File: config.mk
export PLATFORM = sky130hd
export DESIGN_NAME = eqz_countdown_flat
export DESIGN_NICKNAME = d
export VERILOG_FILES = /design/src/rtl/eqz_countdown_if.sv /design/src/rtl/eqz_countdown.sv /design/src/flat_wrapper.sv
export SDC_FILE = /design/constraint.sdc
export NUM_CORES = 1
export LEC_CHECK = 0
export ABC_AREA = 1
export CAP_MARGIN = 20
export CORE_ASPECT_RATIO = 0.8
export CORE_MARGIN = 2
export CORE_UTILIZATION = 35
export DETAILED_ROUTE_END_ITERATION = 7
export HOLD_SLACK_MARGIN = 0.08
export PLACE_DENSITY = 0.62
export REMOVE_ABC_BUFFERS = 1
export SLEW_MARGIN = 40
export SYNTH_ARGS = -nofsm -noshare
export SYNTH_HDL_FRONTEND = slang
export SYNTH_SLANG_ARGS = --single-unit
File: constraint.sdc
create_clock -name clk -period 3.7 [get_ports clk]
set_clock_uncertainty 0.2 [all_clocks]
set_input_delay 0.925 -clock clk [delete_from_list [all_inputs] [get_ports clk]]
set_output_delay 0.925 -clock clk [all_outputs]
set_load 0.03 [all_outputs]
File: src/rtl/eqz_countdown_if.sv
// Handshake and status bundle for the eqz_countdown iteration controller.
// The controller side (master) drives start/abort/en/load_val and observes the counter status.
interface eqz_countdown_if #(
  parameter int WIDTH = 8
);
  logic             start;
  logic             abort;
  logic             en;
  logic [WIDTH-1:0] load_val;
  logic [WIDTH-1:0] count;
  logic             eqz;
  logic             neqz;
  logic             busy;
  logic             done;
  logic [7:0]       completions;

  modport master (
    output start, abort, en, load_val,
    input  count, eqz, neqz, busy, done, completions
  );

  modport slave (
    input  start, abort, en, load_val,
    output count, eqz, neqz, busy, done, completions
  );
endinterface

File: src/rtl/eqz_countdown.sv
// Loadable down-counter with zero/non-zero flags, start/done handshake FSM,
// optional auto-reload, abort and a saturating completion counter.
module eqz_countdown #(
  parameter int WIDTH       = 8,
  parameter int STEP        = 1,
  parameter int AUTO_RELOAD = 0
) (
  input  logic           clk,
  input  logic           rst_n,
  eqz_countdown_if.slave bus
);

  typedef enum logic [1:0] {
    IDLE = 2'b00,
    RUN  = 2'b01,
    DONE = 2'b10
  } state_t;

  localparam logic [WIDTH-1:0] STEP_W = WIDTH'(STEP);

  state_t           state;
  logic [WIDTH-1:0] count;
  logic [WIDTH-1:0] reload;
  logic [7:0]       completions;
  logic [7:0]       completions_inc;

  assign completions_inc = (completions == 8'hFF) ? completions : completions + 8'd1;

  // NOTE: all state uses non-blocking assignments so every register samples
  // pre-edge values; blocking here would make the update order matter.
  always_ff @(posedge clk or negedge rst_n) begin
    if (!rst_n) begin
      state       <= IDLE;
      count       <= '0;
      reload      <= '0;
      completions <= '0;
    end else begin
      case (state)
        IDLE: begin
          if (bus.start && !bus.abort) begin
            count  <= bus.load_val;
            reload <= bus.load_val;
            if (bus.load_val != '0) begin
              state <= RUN;
            end else begin
              state       <= DONE;
              completions <= completions_inc;
            end
          end
        end
        RUN: begin
          if (bus.abort) begin
            state <= IDLE;
          end else if (bus.en) begin
            if (count > STEP_W) begin
              count <= count - STEP_W;
            end else begin
              // Saturate at zero instead of wrapping when the last step overshoots.
              count       <= '0;
              state       <= DONE;
              completions <= completions_inc;
            end
          end
        end
        DONE: begin
          if (AUTO_RELOAD != 0 && !bus.abort && reload != '0) begin
            count <= reload;
            state <= RUN;
          end else begin
            count <= '0;
            state <= IDLE;
          end
        end
        default: state <= IDLE;
      endcase
    end
  end

  // Status outputs are decodes of registers only; no input reaches them combinationally.
  assign bus.count       = count;
  assign bus.eqz         = (count == '0);
  assign bus.neqz        = (count != '0);
  assign bus.busy        = (state == RUN);
  assign bus.done        = (state == DONE);
  assign bus.completions = completions;

endmodule
File: src/flat_wrapper.sv
// flat-port wrapper written by rule: the top's interface ports become plain ports
module eqz_countdown_flat 
#(
  parameter int WIDTH       = 8,
  parameter int STEP        = 1,
  parameter int AUTO_RELOAD = 0
)
  (clk, rst_n, bus_start, bus_abort, bus_en, bus_load_val, bus_count, bus_eqz, bus_neqz, bus_busy, bus_done, bus_completions);
  eqz_countdown_if #(.WIDTH(WIDTH)) bus_i ();
  input  logic clk;
  input  logic rst_n;
  input wire logic [$bits(bus_i.start)-1:0] bus_start;
  input wire logic [$bits(bus_i.abort)-1:0] bus_abort;
  input wire logic [$bits(bus_i.en)-1:0] bus_en;
  input wire logic [$bits(bus_i.load_val)-1:0] bus_load_val;
  output wire logic [$bits(bus_i.count)-1:0] bus_count;
  output wire logic [$bits(bus_i.eqz)-1:0] bus_eqz;
  output wire logic [$bits(bus_i.neqz)-1:0] bus_neqz;
  output wire logic [$bits(bus_i.busy)-1:0] bus_busy;
  output wire logic [$bits(bus_i.done)-1:0] bus_done;
  output wire logic [$bits(bus_i.completions)-1:0] bus_completions;
  assign bus_i.start = bus_start;
  assign bus_i.abort = bus_abort;
  assign bus_i.en = bus_en;
  assign bus_i.load_val = bus_load_val;
  assign bus_count = bus_i.count;
  assign bus_eqz = bus_i.eqz;
  assign bus_neqz = bus_i.neqz;
  assign bus_busy = bus_i.busy;
  assign bus_done = bus_i.done;
  assign bus_completions = bus_i.completions;
  eqz_countdown #(.WIDTH(WIDTH), .STEP(STEP), .AUTO_RELOAD(AUTO_RELOAD)) u_core (.clk(clk), .rst_n(rst_n), .bus(bus_i));
endmodule
After elaboration in Yosys (flattened, before gate mapping)
Index checks and enable logic that the tools add are counted.
Widths: inputs -> output; s select.

storage, ports and cells
  register bits after elaboration = 18
  latch bits = 0
  bits in writable memories = 0
  memory bits (read-only) = 0
  input port bits = 13
  output and inout bits = 20
  logic and storage cells = 45
  memories = 0

cells by class
  add/subtract/negate cells = 2
  $mul = 0
  divide/modulo/power cells = 0
  $lt $le $gt $ge = 1
  equal/unequal tests = 10
  shift-type cells = 0
  mux-type cells = 18
  bitwise gates (word level) = 0
  reductions and logical operators = 11

operators with widths
  kind                 number
  $mux 8               10
  $pmux 8 s3           1
  $pmux 8 s2           1
  $reduce_bool 8->1    2
  $mux 2               5
  $add 8x1->8 const B  1
  $eq 8x8->1 const B   1
  $gt 8x1->1 const B   1
  $logic_not 8->1      1
  $ne 2x2->1 const B   4
  $sub 8x1->8 const B  1
  $ne 3x3->1 const B   2
  $reduce_and 6->1     1
  $pmux 2 s2           1
  $reduce_and 4->1     1
  $reduce_and 3->1     1
  $reduce_bool 3->1    1
  $eq 2x1->1 const B   1
  $eq 2x2->1 const B   1
  $logic_not 2->1      1
  $ne 2x1->1 const B   1
  $reduce_bool 2->1    1
  $logic_and 1x1->1    1
  $logic_not 1->1      1

Longest topological paths before layout
Gate-level depths: netlist of the first run.

  depth in word-level cells = 6
  gate-level depth with buffers = 9
  depth with buffers taken out = 9

Least setup slack after synthesis of the first run
No wires, ideal clock.

  path kind = reg2out
  from = register u_core.count[0], in the netlist u_core.bus.count[0]
  to = output bus_neqz
  arrival time = 1.746 ns
  data required time = 2.575 ns
  path slack = 0.829 ns
  cell stages (with the launch flop) = 6
  path buffers = 0
  path through = dfrtp_1 inv_1 ha_1 nand2_1 nor2_1 inv_1

on the way
  word-level cells in the longest chain between the ends = 1

RTL lines
  what                      RTL line             RTL
  start: declaration        eqz_countdown.sv:22  logic [WIDTH-1:0] count;
  start signal: assignment  eqz_countdown.sv:41  count <= bus.load_val;
  start signal: assignment  eqz_countdown.sv:56  count <= count - STEP_W;
  start signal: assignment  eqz_countdown.sv:67  count <= reload;
  $reduce_bool 8->1         eqz_countdown.sv:82  assign bus.neqz = (count != '0);
  end: declaration          flat_wrapper.sv:18   output wire logic [$bits(bus_i.neqz)-1:0] bus_neqz;

No other way between the ends.

Worst setup path after layout of the first run
  from = register u_core.count[0], in the netlist u_core.bus.count[0]
  to = output bus_eqz

on the way
  word-level cells in the longest chain between the ends = 1

RTL lines
  what              RTL line             RTL
  $logic_not 8->1   eqz_countdown.sv:81  assign bus.eqz = (count == '0);
  end: declaration  flat_wrapper.sv:17   output wire logic [$bits(bus_i.eqz)-1:0] bus_eqz;

No other way between the ends.

==> metrics.md, run 1 <==
| Metric | Value |
|---|---|
| First-pass GRT wire length | 5.48 mm |
| Crit path DAT | 2.01 ns |
| Setup Viol. Count Final | 0 |
| Max-slew violations | 0 |
| Final ANT Viol Nets | 0 |
| Clock buffer depth | 2 |
| WL/cell | 12.0 microns |
| Synth unique cells | 21 |
| Register bit total from synthesis | 18 |
| Crit. End Element | output pin |
| Num rows | 19 |
| TNS Setup | 0 ns |
| VDD IR max | 0.000427 V |
| P_leak | 0.820 nW |
| Post-CTS Setup Repair Bufs | 0 |
| WP data required | 2.57 ns |
| Cells after synthesis | 187 |
| Htree depth | 1 |
| Placed cells | 261 |
| Worst-path maximum fanout | 5 |
| Cell Count, Final, Fillers Out | 265 |
| Die area | 4230 sq um |
| Core Box Area | 3490 sq um |
| Hpwl dp | 2.52 mm |
| Clock-pin slew on the worst setup and hold paths | 0.07 ns |
| Post-CTS sizing | 0 |
| Via density | 4.72 |
| Clock Latency Late Sink | 0.25 ns |
| Layout cells sized above 1 | 0.0717 |
| Worst hold path class | flip-flop to flip-flop |
| CTS tree | done |
| NumNets Final | 244 |
| DRC | 0 |
| Power Dens Cells | 835 nW/um^2 |
| Synth top area cells | dfrtp_1 (35%), nand2_1 (17%), nor2_1 (7.8%) |
| Avg Inst Size Synth | 6.97 sq um |
| CTS root buffer | clkbuf_8 |
| F_max | 319 MHz |
| Clock sinks | 18 |
| I/O pin count | 33 |
| Final Core Density | 0.494 |
| Horiz. Die Dim | 72.2 microns |
| Total gr overflow | 0 |
| First drt pass iteration count | 4 |
| Vias in the first global route | 1186 |
| Slew HR | 0.647 |
| Area leader, netlist | dfrtp_1 |
| Minimum clock period | 3.13 ns |
| Worst hold slack | 0.337 ns |
| Critical path class | flip-flop to output pin |
| Port bufs | 32 |
| Chip height | 58.6 microns |
| R2R Setup Slk | 1.76 ns |
| Area delta synth->final | 32.4% |
| Initial Utilization | 0.373 |
| Crit start category | flip-flop |
| Slew at the pin closest to its max-slew limit | 0.529 ns |
| Commonest cells after routing, fill and taps aside | nand2_1 (59), clkdlybuf4s50_1 (31), nor2_1 (27) |
| Number of diodes | 0 |
| Seq/Total Area, Yosys | 0.345 |
| Final GP Congestion | 0.844 |
| # Max-Cap Violations | 0 |
| All-Layer GR Usage | 0.167 |
| Endpoints failing hold | 0 |
| Outcome | complete, no violations |
| RSZ-0062 raised after global routing | false |
| Final period utilization | 0.847 |
| Initial DRC Count | 56 |
| Total CTS buffers | 3 |
| Initial antenna violation count | 0 |
| Largest net degree at the start of global routing | 19 |
| Synth Warn # | 0 |
| Hold-fix buffers, CTS | 0 |
| Total routed wirelength | 3.19 mm |
| Post-synth top area share | 0.345 |
| Most common cell after layout, fill and taps aside | nand2_1 |
| Synth Cell Area | 1300 sq um |
| Vias | 1250 |
final cells by class:
type,instances,area [sq um]
sequential,18,450
tap,42,52.6
fill,352,1770
clock buffer,4,55.1
inverter,23,86.3
multi-input combinational,146,767
timing repair buffer,32,315
worst paths after layout:
| check | cells past startpoint | to | from |
|---|---|---|---|
| max in group asynchronous | 1 | u_core.bus.completions[4]$_DFFE_PN0P_ | rst_n |
| worst min register to register | 2 | u_core.bus.completions[1]$_DFFE_PN0P_ | u_core.bus.completions[1]$_DFFE_PN0P_ |
| min in group asynchronous | 1 | u_core.bus.completions[6]$_DFFE_PN0P_ | rst_n |
| worst max register to register | 9 | u_core.bus.completions[5]$_DFFE_PN0P_ | u_core.bus.count[0]$_DFFE_PN0P_ |
| worst max-delay path | 5 | bus_eqz | u_core.bus.count[0]$_DFFE_PN0P_ |
| worst min-delay path | 2 | u_core.bus.completions[1]$_DFFE_PN0P_ | u_core.bus.completions[1]$_DFFE_PN0P_ |
stage by stage:
| stage | setup WS [ns] | instance area (sq um) | total power, W |
|---|---|---|---|
| global route | 0.417 | 1730 | 0.00159 |
| finish | 0.566 | 1730 | 0.00144 |
| floorplan | 0.829 | 1300 | 0.000987 |
| detailed placement | 0.841 | 1670 | 0.00129 |
| CTS | 0.559 | 1730 | 0.00146 |
| global placement | 0.869 | 1680 | 0.00129 |
power breakdown:
part / switching (W) / internal, W
Clock: 0.0000677 / 0.0000945
Sequential: 0.0000947 / 0.000274
Combinational: 0.000591 / 0.000321
Yosys cell counts:
library cell and number:
nor2_8 1, inv_1 20, o21ai_0 5, o21ai_2 1
nor2_4 1, nor2_2 2, xor2_1 6, nand3_4 1
nand2_1 59, clkinv_1 1, a21oi_1 17, ha_1 7
nand3b_1 1, nand4_1 10, nor2_1 27, nand3_1 5
nand2_4 1, inv_2 2, nand2_2 1, dfrtp_1 18
nand3b_2 1
worst max-delay path, stage by stage, from the launching register on:
cell and delay, ns:
dfrtp_1 0.41, inv_1 0.13, ha_1 0.26, nand2_1 0.12, nor2_1 0.15, clkdlybuf4s50_1 0.69
cells by family after synthesis:
family | share of synthesized area
AND/OR/NAND/NOR | 0.390
adder cells (fa/ha/maj) | 0.0672
buffers and inverters | 0.0662
flip-flops | 0.345
XOR/XNOR | 0.0403
AO/OA/AOI/OAI | 0.0912
flip-flops by register name (all words and copies together), names as in the netlist:
signal / cells
u_core.bus.completions: 8
u_core.bus.count: 8
u_core.state: 2
per-layer routing:
metal / track usage / routed length, microns
met1: 0.254 / 1740
met2: 0.241 / 1310
met3: 0.0428 / 118
met4: 0.0270 / 16
met5: 0 / 0
Power figures use the tool's default switching activity.
==> run 2, diff against run 1 <==
PLACE_DENSITY = 0.65   (was 0.62)
clock period = 2.6 ns   (was 3.7 ns; I/O delays follow)
==> run 2 against run 1 <==
Against the previous run: count of clock-buffer cells in the layout unchanged; critical path type unchanged; combinational power increased by 58%; sequential cell count unchanged; first-iteration DRC count increased by 96%; largest cell class unchanged; wire length increased by 4.7%; sequential power increased by 35%; final cell count increased by 3.4%; core utilization increased by 2.0 points; clock power increased by 43%.
==> metrics.md, run 2 (synthesized netlist as in run 1, its figures left out) <==
| Metric | Value |
|---|---|
| Clock-pin slew on the worst setup and hold paths | 0.07 ns |
| Initial DRC Count | 110 |
| Crit-path cells | inv_1 > ha_1 > nand2_1 > nor2_1 > dlygate4sd2_1 |
| Area delta synth->final | 37.7% |
| F_max | 407 MHz |
| Clock buffer depth | 2 |
| Crit start category | flip-flop |
| CP peak stage delay | 0.42 ns |
| NumNets Final | 253 |
| CTS tree | done |
| Final ANT Viol Nets | 0 |
| Most common cell after layout, fill and taps aside | nand2_1 |
| Commonest cells after routing, fill and taps aside | nand2_1 (59), clkdlybuf4s50_1 (29), nor2_1 (27) |
| # Max-Cap Violations | 0 |
| Clock sinks | 18 |
| Placed cells | 270 |
| Initial Utilization | 0.373 |
| VDD IR max | 0.000470 V |
| P_leak | 0.869 nW |
| Fill cell count | 339 |
| Endpoints failing hold | 0 |
| Hpwl dp | 2.59 mm |
| Vias in the first global route | 1151 |
| Slew HR | 0.737 |
| Post-route cell area | 1800 sq um |
| CP max-delay cell | dfrtp_1 |
| Multi-input combinational cell area | 767 sq um |
| Num rows | 19 |
| Via density | 4.78 |
| Critical path class | flip-flop to output pin |
| Core Box Area | 3490 sq um |
| Horiz. Die Dim | 72.2 microns |
| WL/cell | 12.2 microns |
| Setup Viol. Count Final | 0 |
| Minimum clock period | 2.46 ns |
| I/O pin count | 33 |
| Post-DP Area | 1740 sq um |
| Htree depth | 1 |
| Family with the most delay on the worst path | buffers and inverters |
| Total routed wirelength | 3.34 mm |
| Final period utilization | 0.946 |
| Vias | 1309 |
| Post-CTS Setup Repair Bufs | 0 |
| Port bufs | 32 |
| Max-slew violations | 0 |
| Crit path DAT | 1.61 ns |
| Total Power | 0.00217 W |
| Largest net degree at the start of global routing | 19 |
| Cell Count, Final, Fillers Out | 274 |
| Number of diodes | 0 |
| Chip height | 58.6 microns |
| RSZ-0062 raised after global routing | false |
| WP data required | 1.75 ns |
| TNS Setup | 0 ns |
| Die area | 4230 sq um |
| Worst-path maximum fanout | 4 |
| Buf/Inv on CP | 2 |
| First-pass GRT wire length | 5.53 mm |
| Initial antenna violation count | 0 |
| Power Dens Cells | 1210 nW/um^2 |
| All-Layer GR Usage | 0.168 |
| CTS root buffer | clkbuf_8 |
| Clock Latency Late Sink | 0.26 ns |
| Final GP Congestion | 0.893 |
| Worst hold path class | flip-flop to flip-flop |
| DRC | 0 |
| First drt pass iteration count | 4 |
| Biggest regs | u_core.bus.completions x8, u_core.bus.count x8, u_core.state x2 |
| Total gr overflow | 0 |
| Crit. End Element | output pin |
| Outcome | complete, no violations |
| Total CTS buffers | 3 |
| Slew at the pin closest to its max-slew limit | 0.392 ns |
| Reg area | 450 sq um |
| Layout cells sized above 1 | 0.103 |
-- run 2: changes by cell type in the layout (fill, tap and decap cells not counted), sizes merged --
cell / change
buf: +8
clkdlybuf4s50: -2
dlygate4sd2: +3
-- run 2: where the power goes --
part | internal, W | total [W] | switching (W)
Sequential | 0.000390 | 0.000498 | 0.000108
Combinational | 0.000534 | 0.00144 | 0.000901
Clock | 0.000135 | 0.000232 | 0.0000971
Total | 0.00106 | 0.00217 | 0.00111
-- run 2: timing repair --
item	CTS	global route
gates resized for setup	3	0
endpoints found under the setup margin	3	0
endpoints found under the hold margin	0	0
hold buffers	0	0
-- run 2: final cells by class --
| class | count | area share |
|---|---|---|
| clock buffer | 4 | 0.0307 |
| inverter | 23 | 0.0481 |
| multi-input combinational | 146 | 0.427 |
| sequential | 18 | 0.251 |
| tap | 42 | 0.0293 |
| timing repair buffer | 41 | 0.214 |
-- run 2: through the flow --
| stage | utilization | setup WS [ns] | hold WS [ns] |
|---|---|---|---|
| floorplan | - | 0.00405 | 0.154 |
| global placement | 0.499 | 0.187 | 0.322 |
| detailed placement | 0.499 | 0.128 | 0.318 |
| CTS | 0.514 | 0.121 | 0.335 |
| global route | 0.514 | 0.0290 | 0.373 |
| finish | 0.514 | 0.141 | 0.336 |
-- run 2: metal layers --
layer,wire [microns],track usage,part of all wire
met4,23,0.0323,0.0069
met5,0,0,0
met3,187,0.0428,0.056
met2,1390,0.240,0.42
met1,1740,0.255,0.52
-- run 2: worst paths after layout --
check / startpoint / end / slack, ns / depth (start not counted)
setup / recovery: u_core.bus.count[1]$_DFFE_PN0P_ / bus_eqz / 0.14 / 5
hold / removal: u_core.bus.completions[3]$_DFFE_PN0P_ / u_core.bus.completions[3]$_DFFE_PN0P_ / 0.34 / 2
setup reg to reg: u_core.bus.count[1]$_DFFE_PN0P_ / u_core.bus.completions[0]$_DFFE_PN0P_ / 0.65 / 10
hold reg to reg: u_core.bus.completions[3]$_DFFE_PN0P_ / u_core.bus.completions[3]$_DFFE_PN0P_ / 0.34 / 2
max in group asynchronous: rst_n / u_core.bus.count[7]$_DFFE_PN0P_ / 1.46 / 2
min in group asynchronous: rst_n / u_core.state[0]$_DFFE_PN0P_ / 0.52 / 2
-- run 2: worst min-delay path, cell delays in order, from the launching register on --
cell and delay [ns]:
dfrtp_1 0.39, nand2_1 0.07, nand2_1 0.05
